$ cat src/rtl/uart_pkg.sv
// rtl/uart_pkg.sv - shared state type, parity modes and frame helper for the UART transmitter
package uart_pkg;

  typedef enum logic [2:0] {
    S_IDLE,
    S_START,
    S_DATA,
    S_PARITY,
    S_STOP
  } tx_state_t;

  localparam int PAR_NONE = 0;
  localparam int PAR_EVEN = 1;
  localparam int PAR_ODD  = 2;

  // Number of bit periods in one frame: start + payload + optional parity + stop bits.
  function automatic int frame_bits(input int data_bits, input int parity, input int stop_bits);
    return 1 + data_bits + ((parity != PAR_NONE) ? 1 : 0) + stop_bits;
  endfunction

endpackage

$ cat src/rtl/uart_baud_gen.sv
// rtl/uart_baud_gen.sv - bit-period counter producing an end-of-bit tick
module uart_baud_gen #(
  parameter int CLKS_PER_BIT = 10416
) (
  input  logic clk,
  input  logic reset,
  input  logic clr,
  output logic tick
);

  localparam int CNT_W = $clog2(CLKS_PER_BIT);
  localparam logic [CNT_W-1:0] LAST = CNT_W'(CLKS_PER_BIT - 1);

  logic [CNT_W-1:0] cnt;

  generate
    if (CLKS_PER_BIT < 2 || CLKS_PER_BIT > 65535) begin : g_bad_clks
      $error("uart_baud_gen: CLKS_PER_BIT out of range 2..65535");
    end
  endgenerate

  // Count 0..CLKS_PER_BIT-1 and wrap; clr holds the count at zero so a new bit starts aligned.
  always_ff @(posedge clk) begin
    if (reset || clr) begin
      cnt <= '0;
    end else if (cnt == LAST) begin
      cnt <= '0;
    end else begin
      cnt <= cnt + CNT_W'(1);
    end
  end

  assign tick = (cnt == LAST) && !clr;

endmodule

$ cat src/rtl/uart_tx_cfg.sv
// rtl/uart_tx_cfg.sv - configurable UART transmitter with ready/valid payload input
module uart_tx_cfg
  import uart_pkg::*;
#(
  parameter int CLKS_PER_BIT = 10416,
  parameter int DATA_BITS    = 8,
  parameter int PARITY       = 0,
  parameter int STOP_BITS    = 1
) (
  input  logic                 clk,
  input  logic                 reset,
  input  logic                 tx_valid,
  input  logic [DATA_BITS-1:0] tx_data,
  output logic                 tx_ready,
  output logic                 TxD,
  output logic                 tx_busy,
  output logic                 tx_done
);

  localparam int BIT_W = $clog2(DATA_BITS + 1);
  localparam logic [BIT_W-1:0] LAST_BIT = BIT_W'(DATA_BITS - 1);
  localparam logic LAST_STOP = (STOP_BITS == 2);
  localparam logic ODD_PAR = (PARITY == PAR_ODD);
  localparam int FRAME_BITS = frame_bits(DATA_BITS, PARITY, STOP_BITS);

  generate
    if (DATA_BITS < 5 || DATA_BITS > 9 ||
        (PARITY != PAR_NONE && PARITY != PAR_EVEN && PARITY != PAR_ODD) ||
        (STOP_BITS != 1 && STOP_BITS != 2) ||
        FRAME_BITS > 13) begin : g_bad_params
      $error("uart_tx_cfg: illegal DATA_BITS, PARITY or STOP_BITS");
    end
  endgenerate

  tx_state_t            state;
  logic [DATA_BITS-1:0] shift;
  logic [BIT_W-1:0]     bit_idx;
  logic                 stop_idx;
  logic                 par_bit;
  logic                 tick;
  logic                 baud_clr;
  logic                 accept;

  assign accept   = tx_valid && tx_ready;
  // Counter is held clear while idle, so the acceptance edge starts the start bit at count zero.
  assign baud_clr = (state == S_IDLE);

  uart_baud_gen #(
    .CLKS_PER_BIT(CLKS_PER_BIT)
  ) u_baud (
    .clk  (clk),
    .reset(reset),
    .clr  (baud_clr),
    .tick (tick)
  );

  // Frame sequencer; every output is registered and the line is driven to the next bit on each tick.
  always_ff @(posedge clk) begin
    if (reset) begin
      state    <= S_IDLE;
      TxD      <= 1'b1;
      tx_ready <= 1'b1;
      tx_busy  <= 1'b0;
      tx_done  <= 1'b0;
      shift    <= '0;
      bit_idx  <= '0;
      stop_idx <= 1'b0;
      par_bit  <= 1'b0;
    end else begin
      tx_done <= 1'b0;
      case (state)
        S_IDLE: begin
          TxD <= 1'b1;
          if (accept) begin
            state    <= S_START;
            TxD      <= 1'b0;
            tx_ready <= 1'b0;
            tx_busy  <= 1'b1;
            shift    <= tx_data;
            bit_idx  <= '0;
            stop_idx <= 1'b0;
            par_bit  <= (^tx_data) ^ ODD_PAR;
          end
        end
        S_START: begin
          if (tick) begin
            state <= S_DATA;
            TxD   <= shift[0];
          end
        end
        S_DATA: begin
          if (tick) begin
            if (bit_idx == LAST_BIT) begin
              if (PARITY != PAR_NONE) begin
                state <= S_PARITY;
                TxD   <= par_bit;
              end else begin
                state <= S_STOP;
                TxD   <= 1'b1;
              end
            end else begin
              bit_idx <= bit_idx + BIT_W'(1);
              shift   <= {1'b0, shift[DATA_BITS-1:1]};
              TxD     <= shift[1];
            end
          end
        end
        S_PARITY: begin
          if (tick) begin
            state <= S_STOP;
            TxD   <= 1'b1;
          end
        end
        S_STOP: begin
          if (tick) begin
            if (stop_idx == LAST_STOP) begin
              state    <= S_IDLE;
              TxD      <= 1'b1;
              tx_ready <= 1'b1;
              tx_busy  <= 1'b0;
              tx_done  <= 1'b1;
            end else begin
              stop_idx <= 1'b1;
            end
          end
        end
        default: begin
          state    <= S_IDLE;
          TxD      <= 1'b1;
          tx_ready <= 1'b1;
          tx_busy  <= 1'b0;
        end
      endcase
    end
  end

endmodule

$ cat config.mk
export PLATFORM = sky130hd
export DESIGN_NAME = uart_tx_cfg
export DESIGN_NICKNAME = d
export VERILOG_FILES = /design/src/rtl/uart_pkg.sv /design/src/rtl/uart_baud_gen.sv /design/src/rtl/uart_tx_cfg.sv
export SDC_FILE = /design/constraint.sdc
export NUM_CORES = 1
export LEC_CHECK = 0
export ABC_AREA = 1
export CAP_MARGIN = 20
export CORE_ASPECT_RATIO = 1.5
export CORE_MARGIN = 2
export CORE_UTILIZATION = 50
export CTS_CLUSTER_SIZE = 14
export DETAILED_ROUTE_END_ITERATION = 16
export GPL_TIMING_DRIVEN = 0
export PLACE_DENSITY = 0.7
export SYNTH_ARGS = -nofsm -noshare
export SYNTH_HDL_FRONTEND = slang
export SYNTH_SLANG_ARGS = --single-unit
$ cat constraint.sdc
create_clock -name clk -period 2.4 [get_ports clk]
set_input_delay 0.36 -clock clk [delete_from_list [all_inputs] [get_ports clk]]
set_output_delay 0.36 -clock clk [all_outputs]
set_load 0.05 [all_outputs]
-- Word level (Yosys, flattened, before mapping)
Index checks and enable logic that the tools add are counted.
- register bits after elaboration: 34
- input port bits: 11
- output and inout bits: 4
- word-level logic and storage cells: 77
- $add $sub $neg: 2
- equal/unequal tests: 14
- multiplexer cells: 34
- bitwise gates (word level): 3
- reductions and logical operators: 15
- operators with widths (operator ; number):
    2-to-1 mux 8 bit ; 3
    2-to-1 mux 3 bit ; 7
    != test 2 bit, second input constant ; 8
    one-hot mux 8 bit (2 select lines) ; 1
    one-hot mux 3 bit (5 select lines) ; 1
    adder 14 x 1 -> 14 bit, second input constant ; 1
    == test 14 bit, second input constant ; 1
    2-to-1 mux 1 bit ; 14
    2-to-1 mux 4 bit ; 3
    one-hot mux 4 bit (2 select lines) ; 1
    AND reduction 4 bit ; 2
    AND reduction 7 bit ; 1
    == test 3 x 2 -> 1 bit, second input constant ; 2
    one-hot mux 1 bit (3 select lines) ; 2
    OR reduction 3 bit ; 2
    one-hot mux 1 bit (5 select lines) ; 1
    AND reduction 5 bit ; 1
    adder 4 x 1 -> 4 bit, second input constant ; 1
    == test 4 x 3 -> 1 bit, second input constant ; 1
    nonzero test 2 bit ; 2
    == test 3 x 1 -> 1 bit, second input constant ; 1
    == test 3 bit, second input constant ; 1
    zero test 3 bit ; 1
    inverter 1 bit ; 3
    6 further kinds ; 7

-- Depth between registers and ports, before layout
- depth after elaboration: 5
- mapped depth: 11
- depth with buffers taken out: 11

-- Hierarchy
Synthesis repeated with hierarchy kept, for this count alone.
- cell total of the unflattened synthesis: 290
- area total of the unflattened synthesis: 1861.8 µm²
- by module, submodules not included (module ; times used ; cells an instance ; area an instance (µm²) ; seq. area each (µm²)):
    uart_tx_cfg ; 1 ; 173 ; 1094.8 ; 380.4
    uart_baud_gen ; 1 ; 117 ; 767.0 ; 280.3

-- Worst setup path before layout
OpenSTA, ideal clock, no wires.
- path kind: reg-to-reg
- from: reg tx_ready
- to: reg bit_idx[3]
- library setup time: 0.139 ns
- arrival time: 1.528 ns
- path slack: 0.733 ns
- cell stages (with the launch flop): 9
- buffers on the path: 1
- path through: dfxtp_1 nand2_1 nand3_2 nand2_4 inv_4 nand3_4 buf_12 nand2_2 a21oi_2
- longest elaborated chain between the ends: 3
- RTL lines (item ; RTL line ; text):
    start: declaration ; uart_tx_cfg.sv:14 ; output logic tx_ready,
    start signal: assignment ; uart_tx_cfg.sv:62 ; tx_ready <= 1'b1;
    start signal: assignment ; uart_tx_cfg.sv:77 ; tx_ready <= 1'b0;
    start signal: assignment ; uart_tx_cfg.sv:119 ; tx_ready <= 1'b1;
    logical AND 1 bit ; uart_tx_cfg.sv:44 ; assign accept = tx_valid && tx_ready;
    != test 2 bit (no source line) ; -- ;
    AND reduction 4 bit (no source line) ; -- ;
    end signal: assignment ; uart_tx_cfg.sv:102 ; bit_idx <= bit_idx + BIT_W'(1);
    end: declaration ; uart_tx_cfg.sv:37 ; logic [BIT_W-1:0] bit_idx;
No other way between the ends.
A chain may end at the register's enable or synchronous reset.

-- Final worst setup path
- from: reg tx_ready
- to: out tx_ready
No word-level cell between the ends.

==> results.json <==
{
  "status": "finished, final reports clean",
  "design_area_mm2": 0.00211,
  "drive_above_1_share_pct": 21.3,
  "maxCapViolCount": 0,
  "ys_ff_latch": 33,
  "grt_pass1_wl_mm": 6.22,
  "coreArea_mm2": 0.00345,
  "cts_tree": "done",
  "syn_area_per_cell_um2": 7.44,
  "num_io_pins": 15,
  "dp_hpwl_mm": 2.68,
  "peakVddDrop_uv": 616,
  "grt_antenna_before_repair": 0,
  "first_pass_iters": 4,
  "core.rowCount": 26,
  "synth_nets": 259,
  "vias": 1577,
  "worstMarginPinSlew_ps": 612,
  "die_y_um": 78.1,
  "cpPeakStageDelay_ps": 830,
  "dp.cells": 301,
  "layoutNonFillerInstCount": 309,
  "cp-start-kind": "register",
  "synthCells": 246,
  "setup_slack_ps": 524,
  "finalMaxSlewViolations": 0,
  "grt_pass1_vias": 1473,
  "seqCellArea_um2": 661,
  "wl_per_cell_um": 11.6,
  "dp_slack_ps": 563,
  "critical_path_buf_inv_count": 1,
  "cts_max_path_buffers": 2,
  "synth.cell_area_mm2": 0.00183,
  "io_buffers": 13,
  "hold_end": "u_baud.cnt[0]",
  "num_antenna_cells": 0,
  "ys_seq_area_share_pct": 36.1,
  "cts_setup_buffers": 0,
  "fin_nets": 279,
  "ant_nets": 0,
  "grt_setup_unrepaired": "false",
  "gp_congestion": 0.856,
  "placed_area_mm2": 0.00201,
  "cp-end-kind": "output port",
  "multi_input_area_mm2": 0.00101,
  "htree_levels": 2,
  "period_share_pct": 78.2,
  "required_ps": 2040,
  "area_growth_syn_to_layout_pct": 15.5,
  "p_leak_uw": 0.000811,
  "critical-path-top-delay-family": "buffers and inverters",
  "grt_remaining_overflow": 0,
  "hp-start": "u_baud.cnt[0]",
  "regToRegStartpoint": "u_baud.cnt[0]",
  "relSlewSlack_pct": 59.2,
  "arrival_ps": 1520,
  "drt_wl_total_mm": 3.57,
  "clock-sinks": 33,
  "yosysUniqueCellTypes": 32,
  "crit_type": "register to output port",
  "finalSetupViolCount": 0,
  "nFillCells": 339,
  "path_clk_slew_ps": 70,
  "crit_slowest_cell": "clkdlybuf4s50_1",
  "worst-path-max-fanout": 5,
  "yosysWarnings": 0,
  "cp_cell_sequence": "clkdlybuf4s50_1",
  "finClkSkew_ps": 4.13,
  "initial_utilization_pct": 53.0,
  "cts_hold_buffers": 0,
  "period_needed_ps": 1880,
  "cellPowerDensity_mw_per_mm2": 874,
  "post_cts_resized": 0,
  "vias_per_cell": 5.10,
  "die_area_mm2": 0.00417,
  "r2r.worst_path.cells": 9,
  "cts-root-buf": "clkbuf_8",
  "final.setup.tns_ps": 0,
  "finalPower_uw": 1850,
  "drt-initial-drc-count": 29,
  "min_path_type": "register to register",
  "die_width_um": 53.4,
  "cts_made_buffers": 5,
  "setup.worst_path.start": "tx_ready",
  "r2r_setup_slack_ps": 730,
  "min_path_cells": 1,
  "r2r_end": "u_baud.cnt[12]",
  "grt_max_degree": 11,
  "drcViolationCount": 0,
  "hold_violations": 0,
  "grt.total_usage_pct": 20.0,
  "fmax_mhz": 533,
  "insertion_delay_ps": 280
}
[through the flow]
stage               utilization, %  hold WS, ps
floorplan                        -          418
global placement              58.3          431
detailed placement            58.3          438
CTS                           61.3          454
global route                  61.3          473
finish                        61.3          449
[synthesized netlist by cell type, drive strengths merged]
| cell type | n | share of area (%) |
|---|---|---|
| nand2 | 76 | 19 |
| dfxtp | 33 | 36 |
| nor2 | 28 | 7.7 |
| inv | 23 | 5.1 |
| a21oi | 21 | 8.2 |
| nand3 | 19 | 6.2 |
| nand4 | 15 | 5.1 |
| nor3 | 12 | 3.6 |
| buf | 5 | 3.2 |
| xor2 | 3 | 1.4 |
| clkbuf | 2 | 0.41 |
| ha | 2 | 1.4 |
| nor3b | 2 | 0.82 |
| o21ai | 2 | 0.55 |
| and2 | 1 | 0.34 |
| o211ai | 1 | 0.41 |
| or2 | 1 | 0.34 |
[worst max path at each step]
stage | slack (ps) | cells past startpoint | to
2_1_floorplan | 730 | 8 | bit_idx[3]
5_1_grt | 470 | 1 | tx_ready
3_3_place_gp | 560 | 9 | shift[5]
3_5_place_dp | 560 | 9 | shift[4]
6_report | 520 | 1 | tx_ready
4_1_cts | 510 | 1 | tx_ready
[per-layer routing]
layer	vias up	part of all wire (%)	global-route usage, %
met5	-	0	0
met4	0	2.0	8.46
met3	6	2.9	4.75
met2	22	54	36.4
met1	706	41	20.7
li1	843	-	-
[flip-flops by register name (all words and copies together) (netlist names)]
signal,flops
u_baud.cnt,14
tx_done,1
bit_idx,4
TxD,1
tx_busy,1
state,3
shift,8
tx_ready,1
[final cells by class]
class,instances,area share [%]
timing repair buffer,13,6.16
clock buffer,7,4.56
clock inverter,1,0.237
inverter,23,4.44
buffer,7,3.14
multi-input combinational,183,47.7
sequential,33,31.3
tap,42,2.49
[worst reg2reg max path, cell delays in order (launching register included)]
cell     delay, ps
dfxtp_1        360
ha_1           180
nand2_1         60
inv_1           90
nand2_2         90
nor2_2         120
nand2_2        100
nand3_1        200
buf_2          290
nor2_1          70
[cell usage in the layout (no fill, tap or decap), types with 4 or more instances in the layout]
| master | synthesis | routed |
|---|---|---|
| nand2_4 | 4 | 4 |
| nand2_2 | 14 | 14 |
| nor2_1 | 20 | 20 |
| nand2_1 | 58 | 58 |
| a21oi_1 | 11 | 11 |
| nand3_1 | 17 | 17 |
| nand4_1 | 15 | 15 |
| clkbuf_8 | 0 | 7 |
| nor3_1 | 11 | 11 |
| a21oi_2 | 9 | 9 |
| clkdlybuf4s50_1 | 0 | 13 |
| dfxtp_1 | 33 | 33 |
| inv_1 | 18 | 18 |
| nor2_2 | 5 | 5 |
[logic make-up (layout without fill, tap and decap cells)]
family	Yosys count	count (layout)	synth area share, %
AOI/OAI and AO/OA	24	24	9.17
xor gates and xnor gates	3	3	1.44
adders and majority gates	2	2	1.37
buffers and inverters	30	51	8.75
DFF	33	33	36.1
and+or+nand+nor	154	154	43.2
[report_power, final]
part	switching [uW]	leakage, uW	internal, uW	total, uW
Clock	202	0.0000542	259	461
Sequential	51.3	0.000268	622	674
Combinational	442	0.000489	271	713
Total	695	0.000811	1150	1850
Power figures use the tool's default switching activity.
==> edit (config.mk and constraints unchanged) <==
`PARITY`: 0 -> 1.
--- a/src/rtl/uart_tx_cfg.sv
+++ b/src/rtl/uart_tx_cfg.sv
@@ -6,3 +6,3 @@
   parameter int DATA_BITS    = 8,
-  parameter int PARITY       = 0,
+  parameter int PARITY       = 1,
   parameter int STOP_BITS    = 1
Function: no difference found for any inputs over 10 cycles, from zero or initial values and one cycle with reset high; that may be too few to reach the edited logic, so the function may still have changed.
==> edit against the unedited design <==
Total power is 23% higher. Sequential cell count increased by 1. Final cell count grew 14%. Combinational power rose by 50%. Fmax up 3.7%. Critical path depth did not move. Via count grew 12%. Final area grew 10%. Setup slack gained 66 ps. Routed wire length grew 17%. Sequential share of layout area down 2.1 points. Synthesized area increased by 12%. Die area grew 11%. Highest routed layer unchanged.
==> edit: results (changes against the unedited design) <==
The sequential portion of the cell area was 0.292 (-0.0208); the net switching power of the design was 938 uW (+35%). The xor/xnor share of the synthesized area is 0.0386 (+0.0242), and the fraction of the mapped netlist area in compound gates is 0.106 (+0.0148). The biggest cell delay along the critical path was 810 ps (-20 ps); the largest clock skew in the final design was 6.59 ps (+2.46 ps). The number of diodes added for antenna fixing was 0 (unchanged); the count of sequential standard cells was 34 (+3.0%). The logs give 2.16 mm (+13%) for the amount of wire on met2 after detailed routing and 1766 (+12%) for the vias after detailed routing. The fraction of standard cell area in multi-input logic was 0.487 (+0.00992). The pin slew with the least headroom to its limit is 589 ps (-22.3 ps), and the count of filler cells inserted in the layout is 386 (+14%).

The top routing layer in use is met4. The depth of the worst register-to-register path was 7 (-2); the share of final-layout standard cells stronger than drive strength 1 was 0.163 (-0.0506). The flow ran to the end, and the final reports show no timing, DRC or antenna violations. The number of distinct library cells after synthesis was 34 (+6.3%). The number of nets in the synthesized netlist was 298 (+15%); the count of non-CTS inverters in the layout was 34 (+48%). The final-layout non-clock buffer area share is 0.0998 (+0.00683).

The post-layout net count is 319 (+14%), and the share of total power in the clock network is 0.194 (-0.056). Number of global-route vias before repair: 1694 (+15%). Share of the yosys chip area belonging to registers: 0.333 (-0.0282). The met1 usage is 0.207 (+0.000971), and the met2 usage is 0.374 (+0.00992). Wire length on met1: 1.71 mm (+16%). The HPWL after detailed placement was 3.16 mm (+18%). The run gives 0.202 (+0.00151) as the total global routing track utilization. The weighted congestion reported at the end of routability-driven placement was 0.838 (-2.1%).

The logs give 132 um (+29%) for the amount of wire on met3 after detailed routing and 7.23 mm (+16%) for the wire length of the first global-routing pass. The top fanout value on the critical path came out at 3 (-2). The area fraction of clock buffers and clock inverters is 0.0392 (-0.00879).

In the post-synthesis netlist, the biggest area contributors are sky130_fd_sc_hd__dfxtp_1, sky130_fd_sc_hd__nand2_1, sky130_fd_sc_hd__nand3_1, sky130_fd_sc_hd__inv_1, sky130_fd_sc_hd__a21oi_2. The layout buffer count excluding clock buffers is 22 (+10%), and the worst supply voltage drop on vdd is 679 uV (+10%). The logs give 1450 ps (-70 ps) for the endpoint arrival time on the critical path and 0.000917 uW (+13%) for the static leakage.
edit: cell types whose count changed after synthesis, moves of 3 or more:
cell	before	now
sky130_fd_sc_hd__nand2_1	58	74
sky130_fd_sc_hd__nand3b_1	0	3
sky130_fd_sc_hd__inv_1	18	31
sky130_fd_sc_hd__nand3_1	17	25
sky130_fd_sc_hd__o21ai_0	1	10
sky130_fd_sc_hd__nand2_2	14	11
sky130_fd_sc_hd__nor2_2	5	1
sky130_fd_sc_hd__xnor2_1	0	6
sky130_fd_sc_hd__nand4_1	15	6
edit: stage by stage:
stage | cells | hold WS [ps] | instance area, sq um | setup WS, ps | total power (uW)
after global placement | 344 | 433 | 2240 | 502 | 1830
final | 352 | 455 | 2330 | 591 | 2270
after detailed placement | 344 | 450 | 2240 | 528 | 1850
after floorplan | 285 | 418 | 2040 | 762 | 1630
after global routing | 352 | 474 | 2330 | 544 | 2430
after CTS | 352 | 464 | 2330 | 582 | 2290
